<file path="config.mk">
export PLATFORM = sky130hd
export DESIGN_NAME = mux4_rr_sequencer_flat
export DESIGN_NICKNAME = d
export VERILOG_FILES = /design/src/rtl/mux4_rr_sequencer_pkg.sv /design/src/rtl/mux4_rr_sequencer_if.sv /design/src/rtl/mux4_rr_sequencer_rr_pick4.sv /design/src/rtl/mux4_rr_sequencer.sv /design/src/flat_wrapper.sv
export SDC_FILE = /design/constraint.sdc
export NUM_CORES = 1
export LEC_CHECK = 0
export ABC_CLOCK_PERIOD_IN_PS = 3800
export BUFFER_PORTS_ARGS = -buffer_cell sky130_fd_sc_hd__buf_4
export CORE_MARGIN = 8
export CORE_UTILIZATION = 40
export CTS_CLUSTER_SIZE = 25
export DETAILED_ROUTE_END_ITERATION = 7
export PLACE_DENSITY_LB_ADDON = 0.2
export SLEW_MARGIN = 20
export SYNTH_ARGS = -nofsm -noshare
export SYNTH_HDL_FRONTEND = slang
export SYNTH_SLANG_ARGS = --single-unit
</file>
<file path="constraint.sdc">
create_clock -name clk -period 3.8 [get_ports clk]
set_clock_uncertainty 0.15 [all_clocks]
set_input_delay 0.57 -clock clk [delete_from_list [all_inputs] [get_ports clk]]
set_output_delay 0.57 -clock clk [all_outputs]
set_load 0.1 [all_outputs]
</file>
<file path="src/rtl/mux4_rr_sequencer_pkg.sv">
// Shared types and constants for the round-robin select sequencer that drives
// the 4-to-1 mux selects.
package mux4_rr_sequencer_pkg;

  localparam int NCH   = 4;
  localparam int SEL_W = 2;

  typedef enum logic {
    ST_IDLE  = 1'b0,
    ST_GRANT = 1'b1
  } state_t;

  function automatic logic [NCH-1:0] sel_onehot(input logic [SEL_W-1:0] sel);
    return NCH'(1) << sel;
  endfunction

endpackage

</file>
<file path="src/rtl/mux4_rr_sequencer_if.sv">
// Request/select bundle between the request sources, the sequencer and the
// downstream consumer of the mux output.
interface mux4_rr_sequencer_if;

  logic [mux4_rr_sequencer_pkg::NCH-1:0] req;
  logic                                  out_ready;
  logic                                  s1;
  logic                                  s0;
  logic                                  sel_valid;
  logic [mux4_rr_sequencer_pkg::NCH-1:0] gnt;
  logic                                  last;

  modport master (
    input  req, out_ready,
    output s1, s0, sel_valid, gnt, last
  );

  modport slave (
    output req, out_ready,
    input  s1, s0, sel_valid, gnt, last
  );

endinterface

</file>
<file path="src/rtl/mux4_rr_sequencer_rr_pick4.sv">
// Rotating-priority picker: first set request scanning ptr, ptr+1, ... mod 4.
module rr_pick4
  import mux4_rr_sequencer_pkg::*;
(
  input  logic [NCH-1:0]   req,
  input  logic [SEL_W-1:0] ptr,
  output logic [SEL_W-1:0] pick,
  output logic             any
);

  always_comb begin
    // NOTE: every output gets a default before the loop so no path leaves it
    // unassigned, which would otherwise infer a latch.
    pick = ptr;
    any  = 1'b0;
    for (int i = 0; i < NCH; i++) begin
      logic [SEL_W-1:0] idx;
      idx = ptr + SEL_W'(i);
      if (!any && req[idx]) begin
        pick = idx;
        any  = 1'b1;
      end
    end
  end

endmodule

</file>
<file path="src/rtl/mux4_rr_sequencer.sv">
// Round-robin grant sequencer: holds a registered mux select for a burst of
// up to BURST handshaken beats, with an idle cycle between grants.
module mux4_rr_sequencer
  import mux4_rr_sequencer_pkg::*;
#(
  parameter int BURST = 4,
  parameter int CNT_W = 3
) (
  input  logic                clk,
  input  logic                rst_n,
  mux4_rr_sequencer_if.master bus
);

  state_t           state;
  logic [SEL_W-1:0] ptr;
  logic [SEL_W-1:0] sel;
  logic [CNT_W-1:0] cnt;
  logic             sel_valid_q;
  logic [NCH-1:0]   gnt_q;

  logic [SEL_W-1:0] pick;
  logic             any;
  logic             req_sel;
  logic             beat;
  logic             at_end;

  rr_pick4 u_pick (
    .req  (bus.req),
    .ptr  (ptr),
    .pick (pick),
    .any  (any)
  );

  assign req_sel = bus.req[sel];
  assign beat    = sel_valid_q & bus.out_ready;
  assign at_end  = (cnt == CNT_W'(BURST - 1));

  always_ff @(posedge clk) begin
    // NOTE: state registers use non-blocking assignments so every branch reads
    // the pre-edge values of sel/cnt/ptr regardless of statement order.
    if (!rst_n) begin
      state       <= ST_IDLE;
      ptr         <= '0;
      sel         <= '0;
      cnt         <= '0;
      sel_valid_q <= 1'b0;
      gnt_q       <= '0;
    end else begin
      unique case (state)
        ST_IDLE: begin
          if (any) begin
            sel         <= pick;
            cnt         <= '0;
            sel_valid_q <= 1'b1;
            gnt_q       <= sel_onehot(pick);
            state       <= ST_GRANT;
          end
        end
        ST_GRANT: begin
          // A withdrawn request ends the grant whether or not this cycle is a beat.
          if ((beat && at_end) || !req_sel) begin
            ptr         <= sel + SEL_W'(1);
            cnt         <= '0;
            sel_valid_q <= 1'b0;
            gnt_q       <= '0;
            state       <= ST_IDLE;
          end else if (beat) begin
            cnt <= cnt + CNT_W'(1);
          end
        end
        default: state <= ST_IDLE;
      endcase
    end
  end

  // Selects hold their last value through IDLE; only a new pick changes them.
  assign bus.s1        = sel[1];
  assign bus.s0        = sel[0];
  assign bus.sel_valid = sel_valid_q;
  assign bus.gnt       = gnt_q;
  assign bus.last      = sel_valid_q & (at_end | !req_sel);

endmodule

</file>
<file path="src/flat_wrapper.sv">
// flat-port wrapper written by rule: the top's interface ports become plain ports
module mux4_rr_sequencer_flat import mux4_rr_sequencer_pkg::*;
#(
  parameter int BURST = 4,
  parameter int CNT_W = 3
)
  (clk, rst_n, bus_req, bus_out_ready, bus_s1, bus_s0, bus_sel_valid, bus_gnt, bus_last);
  mux4_rr_sequencer_if bus_i ();
  input  logic clk;
  input  logic rst_n;
  input wire logic [$bits(bus_i.req)-1:0] bus_req;
  input wire logic [$bits(bus_i.out_ready)-1:0] bus_out_ready;
  output wire logic [$bits(bus_i.s1)-1:0] bus_s1;
  output wire logic [$bits(bus_i.s0)-1:0] bus_s0;
  output wire logic [$bits(bus_i.sel_valid)-1:0] bus_sel_valid;
  output wire logic [$bits(bus_i.gnt)-1:0] bus_gnt;
  output wire logic [$bits(bus_i.last)-1:0] bus_last;
  assign bus_i.req = bus_req;
  assign bus_i.out_ready = bus_out_ready;
  assign bus_s1 = bus_i.s1;
  assign bus_s0 = bus_i.s0;
  assign bus_sel_valid = bus_i.sel_valid;
  assign bus_gnt = bus_i.gnt;
  assign bus_last = bus_i.last;
  mux4_rr_sequencer #(.BURST(BURST), .CNT_W(CNT_W)) u_core (.clk(clk), .rst_n(rst_n), .bus(bus_i));
endmodule
</file>
=== Word level (Yosys, flattened, before mapping) ===
Index checks and enable logic that the tools add are counted.

* Input port bits: 7
* Register bits after elaboration: 13

* Eq/ne operators: 4
* Shifts and indexed selects: 1
* Order comparisons: 5
* $add $sub $neg: 5
* Bitwise operators: 4
* Muxes and demuxes: 30
* Reductions and logical operators: 13

{| class="wikitable"
|+ Operator list
! kind !! count
|-
| $lt A2 B3 Y1 const B || 5
|-
| $mux W1 || 13
|-
| $bmux W1 S2 || 5
|-
| $mux W3 || 3
|-
| $mux W4 || 2
|-
| $pmux W4 S2 || 1
|-
| $reduce_and A2 Y1 || 4
|-
| $mux W2 || 3
|-
| $pmux W3 S2 || 1
|-
| $add A2 B1 Y2 const B || 2
|-
| $add A2 B2 Y2 const B || 2
|-
| $logic_and A1 B1 Y1 || 4
|-
| $logic_not A1 Y1 || 4
|-
| $pmux W1 S2 || 2
|-
| $shl A1 B2 Y4 const A || 1
|-
| $add A3 B1 Y3 const B || 1
|-
| $eq A3 B2 Y1 const B || 1
|-
| $ne A3 B3 Y1 const B || 1
|-
| $and A1 B1 Y1 || 2
|-
| $ne A2 B1 Y1 const B || 1
|-
| $ne A2 B2 Y1 const B || 1
|-
| $logic_or A1 B1 Y1 || 1
|-
| $not A1 Y1 || 1
|-
| $or A1 B1 Y1 || 1
|}

=== Depth between registers and ports, before layout ===
Gate-level depths: netlist of run 1.

* Word-level depth: 15
* Depth in mapped cells: 7
* Depth with buffers taken out: 7

=== Hierarchy ===
A second synthesis of run 1 with hierarchy kept.

* Cells, all modules: 81
* Area, all modules: 690.7 sq um

{| class="wikitable"
|+ By module, submodules not included
! module !! area each (sq um) !! cells each !! times used !! seq. area each (sq um)
|-
| mux4_rr_sequencer || 594.3 || 65 || 1 || 260.2
|-
| rr_pick4 || 96.3 || 16 || 1 || 0.0
|}

=== Least setup slack after synthesis of run 1 ===
Ideal clock, no wire load.

* Path type: reg2out
* Start point: register u_core.sel[0]
* End point: output port bus_last
* Path slack: -0.839 ns
* Data arrival time: 3.919 ns
* Path buffers: 0
* Stages on the path, launching flop included: 3
* Cells stage by stage: dfxtp_1 mux4_2 a21boi_0

* Cells in the longest elaborated chain, start to end: 5

{| class="wikitable"
|+ Ends and longest elaborated chain
! what !! line !! RTL
|-
| start: declaration || mux4_rr_sequencer.sv:16 || <nowiki>logic [SEL_W-1:0] sel;</nowiki>
|-
| start signal: assignment || mux4_rr_sequencer.sv:52 || <nowiki>sel <= pick;</nowiki>
|-
| $bmux W1 S2 || mux4_rr_sequencer.sv:34 || <nowiki>assign req_sel = bus.req[sel];</nowiki>
|-
| $mux W1 (not written as such) || mux4_rr_sequencer.sv:34 ||
|-
| $logic_not A1 Y1 || mux4_rr_sequencer.sv:81 || <nowiki>assign bus.last = sel_valid_q & (at_end | !req_sel);</nowiki>
|-
| $or A1 B1 Y1 || mux4_rr_sequencer.sv:81 ||
|-
| $and A1 B1 Y1 || mux4_rr_sequencer.sv:81 ||
|-
| end: declaration || flat_wrapper.sv:17 || <nowiki>output wire logic [$bits(bus_i.last)-1:0] bus_last;</nowiki>
|}

No other way between the ends. The select of a mux whose other input is x is not followed.

=== Worst setup path in the final report of run 1 ===
Same ends and word-level chain as after synthesis.

==> results of run 1 <==
-- how the worst min path moves through the flow --
stage	start	to	slack (ns)	cells past startpoint
global route	u_core.bus.gnt[2]	u_core.bus.gnt[2]	0.35	2
finish	u_core.cnt[1]	u_core.cnt[1]	0.32	1
global placement	u_core.cnt[1]	u_core.cnt[1]	0.31	1
detailed placement	u_core.cnt[1]	u_core.cnt[1]	0.31	1
floorplan	u_core.cnt[1]	u_core.cnt[1]	0.29	1
CTS	u_core.cnt[1]	u_core.cnt[1]	0.33	1
-- cell type report --
cell class	count	area (sq um)	share of cell area
multi-input combinational	62	402	0.484
sequential	13	260	0.314
timing repair buffer	14	105	0.127
clock buffer	4	26.3	0.0317
tap	17	21.3	0.0256
inverter	4	15.0	0.0181
-- synthesized netlist by cell type, drive strengths merged (2+ instances only) --
library cell / number / area share
a21boi: 2 / 0.039
nand2: 11 / 0.065
o32a: 2 / 0.030
a21oi: 6 / 0.044
nand3: 5 / 0.037
nor2b: 3 / 0.028
nand4: 2 / 0.018
o21ai: 4 / 0.030
dfxtp: 13 / 0.38
nor2: 9 / 0.050
a211oi: 2 / 0.022
ha: 2 / 0.037
a21o: 2 / 0.022
o31ai: 4 / 0.044
inv: 3 / 0.017
-- per-layer routing --
metal  track usage  wire length, um  up-vias
met5             0                0        -
met4        0.0503               33        0
met3        0.0399               81        4
met2         0.150              729       17
met1         0.113              729      298
li1              -                -      328
-- where the power goes --
| part | switching [mW] | total, mW | internal (mW) |
|---|---|---|---|
| clock | 0.0445 | 0.0851 | 0.0407 |
| combinational | 0.0941 | 0.133 | 0.0387 |
| sequential | 0.0122 | 0.159 | 0.147 |
-- worst max-delay path: cells and delay by family, from the launching register on --
family	cells	cell delay (ns)
buf+inv	1	0.29
flops	1	0.46
compound gates	1	0.16
mux	1	0.62
-- per-stage QoR --
step                      setup slack, ns  hold slack [ns]
after floorplan                     0.496            0.286
after global placement               1.38            0.306
after detailed placement             1.36            0.308
after CTS                            1.25            0.328
after global routing                 1.18            0.352
final                                1.27            0.325
-- cells in the final DEF, fill, tap and decap left out, drive strengths merged, types with 2 or more instances in the layout --
| cell | instances |
|---|---|
| inv | 3 |
| a21oi | 6 |
| a211oi | 2 |
| a21boi | 2 |
| nor2b | 3 |
| ha | 2 |
| nand3 | 5 |
| dfxtp | 13 |
| buf | 14 |
| o32a | 2 |
| nor2 | 9 |
| a21o | 2 |
| nand4 | 2 |
| o21ai | 4 |
| o31ai | 4 |
| clkbuf | 4 |
| nand2 | 11 |
-- flip-flops by register name, summed over array words and instances (netlist names) --
register / count
u_core.bus.gnt: 4
u_core.cnt: 3
u_core.ptr: 2
u_core.sel: 2
u_core.bus.sel_valid: 1
u_core.state: 1
-- logic make-up after synthesis --
group | Yosys count | synth area share
and+or+nand+nor | 33 | 0.231
AOI/OAI and AO/OA | 25 | 0.274
DFF | 13 | 0.384
buffers and inverters | 5 | 0.0277
adders and majority gates | 2 | 0.0370
xor gates and xnor gates | 1 | 0.0129
muxes | 1 | 0.0333
==> out/summary.txt, run 1 <==
Mapped Cells -> 80
detailed-placement wirelength estimate -> 1.23 mm
Design Area, Final -> 830 sq um
reg-to-reg slack, setup -> 1.90 ns
drt initial violations -> 12
fillers -> 172
# hold bufs at CTS -> 0
setup violators final -> 0
area post-placement -> 803 sq um
post-cts sizing count -> 0
num ports -> 15
core area -> 0.00165 sq mm
initial antenna violation count -> 0
first-pass GRT wire length -> 2.61 mm
CP Capture Point -> bus_last
Max stage delay on crit path -> 0.62 ns
drt drc -> 0
Die Ht -> 57.1 um
clk sinks -> 13
CP arrival -> 1.81 ns
Pre-antenna DRT Iters -> 4
share of layout cells above drive strength 1 -> 0.237
Fin. Hold Viols -> 0
port bufs -> 14
critical path class -> reg -> out
R2R depth -> 4
vias per cell -> 5.68
Critical Path Start Type -> flop
worst reg2reg path endpoint -> u_core.ptr[0]
Antenna Nets Post-Route -> 0
CTS tree -> built
Clock Path Buffers -> 2
Fmax achieved -> 395 MHz
clock transition at the registers of the reported paths -> 0.08 ns
CP required -> 3.08 ns
Initial Utilization -> 0.410
Placed Cells -> 110
Ys Warns -> 0
number of buffers created by CTS -> 3
Final Util -> 0.502
vias in the first global route -> 607
Placer Congestion -> 0.889
gr ovfl total -> 0
Power Total -> 0.377 mW
DR WL/cell -> 13.8 um
Crit. End Element -> primary output
DIE AREA -> 0.00326 sq mm
Pwr per Cell Area -> 454 mW/mm^2
fin crit period -> 2.53 ns
Mapped Nets -> 89
site row count -> 15
P_leak -> 0.330 nW
RSZ-0062 raised after global routing -> no
Setup Buffers After CTS -> 0
EDFF count, synth -> 0
run status -> finished clean
die width -> 57.1 um
Top FF cell, synth -> dfxtp_1
via count -> 647
part of the cycle the worst path needs -> 0.667
FFs w/ async S/R, synth -> 0
total of max-cap violations -> 0
area grow syn2layout -> 22.6%
launch point of the worst path -> u_core.sel[0]
Pins Over Slew Limit -> 0
worst hold path class -> reg -> reg
Yosys cell types -> 28
reg2reg start -> u_core.sel[0]
nets -> 107
Slew HR -> 0.675
final cell count without fillers -> 114
Mean Syn Cell Area -> 8.46 sq um
Overall Global Routing Usage -> 0.0978
H-Tree Depth -> 1
Synth Cell Area -> 677 sq um
Critical-path top delay cell -> mux4_2
setup TNS -> 0 ns
Seq/Total Area, Yosys -> 0.384
n_diodes -> 0
largest net degree at the start of global routing -> 10
final WL -> 1.57 mm
Worst VDD drop -> 0.000269 V
root buf cell -> clkbuf_4
number of synthesized register bits -> 13
Slew @ Worst Pin -> 0.484 ns
Skew-Pair Late Insertion Delay -> 0.27 ns
Crit Path Max Fanout -> 5
critical path, cell by cell -> mux4_2, a21boi_2, buf_4
No activity file was read; power rests on OpenSTA's default activity.
==> run 2: changes to the inputs <==
--- a/config.mk
+++ b/config.mk
@@ -5,7 +5,7 @@
 export SDC_FILE = /design/constraint.sdc
 export NUM_CORES = 1
 export LEC_CHECK = 0
-export ABC_CLOCK_PERIOD_IN_PS = 3800
+export ABC_CLOCK_PERIOD_IN_PS = 2500
 export BUFFER_PORTS_ARGS = -buffer_cell sky130_fd_sc_hd__buf_4
 export CORE_MARGIN = 8
 export CORE_UTILIZATION = 40
==> constraint.sdc (replaced) <==
create_clock -name clk -period 2.5 [get_ports clk]
set_clock_uncertainty 0.15 [all_clocks]
set_input_delay 0.375 -clock clk [delete_from_list [all_inputs] [get_ports clk]]
set_output_delay 0.375 -clock clk [all_outputs]
set_load 0.1 [all_outputs]
==> run 2 against run 1 <==
Net effect: sequential share of layout area down 0.076 points; cell count unchanged; via count is 0.46% lower; critical path depth stayed put; largest cell class unchanged; highest routed layer unchanged.
==> out/summary.txt, run 2 (same netlist as run 1, synthesis figures left out) <==
RSZ-0062 raised after global routing -> no
final cell count without fillers -> 114 (unchanged)
Largest register FFs -> 4 (unchanged)
H-Tree Depth -> 1 (unchanged)
clock transition at the registers of the reported paths -> 0.08 ns (about the same)
Worst VDD drop -> 0.000316 V (+17%)
Placer Congestion -> 0.875 (-1.6%)
n_diodes -> 0 (unchanged)
drt drc -> 0 (unchanged)
Setup Buffers After CTS -> 0 (unchanged)
initial antenna violation count -> 0 (unchanged)
nets -> 107 (unchanged)
port bufs -> 14 (unchanged)
Critical Path Start Type -> flop
CTS tree -> built
DR WL met3 -> 103 um (+27%)
CP arrival -> 1.75 ns (-0.06 ns)
Slew @ Worst Pin -> 0.467 ns (-0.0170 ns)
vias in the first global route -> 641 (+5.6%)
core area -> 0.00165 sq mm (unchanged)
Highest Signal Layer -> met4
share of layout cells above drive strength 1 -> 0.258 (+0.0206)
root buf cell -> clkbuf_4
largest net degree at the start of global routing -> 10 (unchanged)
Antenna Nets Post-Route -> 0 (unchanged)
met2 WL -> 760 um (+4.3%)
Crit Path Max Fanout -> 5 (unchanged)
P_leak -> 0.334 nW (+1.2%)
Pins Over Slew Limit -> 0 (unchanged)
CP required -> 1.98 ns (-1.10 ns)
commonest cells after routing, fill and taps aside -> buf_4 (14), dfxtp_1 (11), nand2_1 (10)
Overall Global Routing Usage -> 0.101 (+0.00323)
clk sinks -> 13 (unchanged)
Design Area, Final -> 840 sq um (+1.2%)
setup violators final -> 0 (unchanged)
Pre-antenna DRT Iters -> 4 (unchanged)
Fin. Hold Viols -> 0 (unchanged)
Clock Path Buffers -> 2 (unchanged)
first-pass GRT wire length -> 2.73 mm (+4.8%)
Pwr per Cell Area -> 685 mW/mm^2 (+51%)
Die Ht -> 57.1 um (unchanged)
Fmax achieved -> 439 MHz
die width -> 57.1 um (unchanged)
metal1 wirelength -> 709 um (-2.7%)
# hold bufs at CTS -> 0 (unchanged)
Skew-Pair Late Insertion Delay -> 0.27 ns (about the same)
part of the cycle the worst path needs -> 0.910
area post-placement -> 813 sq um (+1.2%)
critical path class -> reg -> out
site row count -> 15 (unchanged)
gr ovfl total -> 0 (unchanged)
setup TNS -> 0 ns (unchanged)
via count -> 644 (-0.46%)
Slew HR -> 0.686 (+0.0114)
DIE AREA -> 0.00326 sq mm (unchanged)
Initial Utilization -> 0.410 (unchanged)
drt initial violations -> 21 (+9)
total of max-cap violations -> 0 (unchanged)
fin crit period -> 2.28 ns
DR WL/cell -> 13.9 um (+0.76%)
run status -> finished clean
final WL -> 1.59 mm (+0.76%)
detailed-placement wirelength estimate -> 1.22 mm (-0.90%)
worst hold path class -> in -> reg
post-cts sizing count -> 0 (unchanged)
num ports -> 15 (unchanged)
number of buffers created by CTS -> 3 (unchanged)
vias per cell -> 5.65 (-0.46%)
Crit. End Element -> primary output
Placed Cells -> 110 (unchanged)
commonest non-fill, non-tap cell in the layout -> buf_4
area grow syn2layout -> 24.0%
run 2: cell counts in the layout (fill, tap and decap cells not counted):
Identical to the previous run, type by type.
run 2: path summary, 6_finish.rpt:
| check | cells after the start | from | endpoint | slack [ns] |
|---|---|---|---|---|
| hold / removal | 3 | rst_n | u_core.bus.sel_valid | 0.24 |
| setup / recovery | 3 | u_core.sel[0] | bus_last | 0.22 |
| hold reg to reg | 1 | u_core.cnt[1] | u_core.cnt[1] | 0.33 |
| setup reg to reg | 4 | u_core.sel[0] | u_core.ptr[0] | 0.69 |
run 2: per-stage QoR:
stage	utilization	power (mW)	setup WS (ns)	hold WS (ns)
2_1_floorplan	-	0.404	0.0128	0.286
3_3_place_gp	0.492	0.450	0.439	0.307
3_5_place_dp	0.492	0.452	0.425	0.309
4_1_cts	0.508	0.584	0.201	0.227
5_1_grt	0.508	0.610	0.151	0.259
6_report	0.508	0.575	0.224	0.238
run 2: final cells by class:
type | count | area, sq um
multi-input cells | 62 | 409
inverters | 4 | 15.0
well taps | 17 | 21.3
flip-flops and latches | 13 | 263
repair buffers | 14 | 105
clock buffers | 4 | 26.3
fillers | 174 | 812
run 2: per-layer routing:
metal,GRT usage,vias up
met3,0.0355,2
met2,0.158,19
li1,-,327
met1,0.123,296
met5,0,-
met4,0.0403,0
run 2: where the power goes:
part | leakage [nW] | switching (mW) | total, mW | internal [mW]
clock network | 0.0150 | 0.0666 | 0.128 | 0.0618
logic | 0.211 | 0.144 | 0.204 | 0.0605
registers | 0.107 | 0.0187 | 0.243 | 0.224
run 2: worst max-delay path: stages, from the launching register on:
cell and delay, ns:
dfxtp_2 0.40, mux4_2 0.61, a21boi_4 0.17, buf_4 0.30
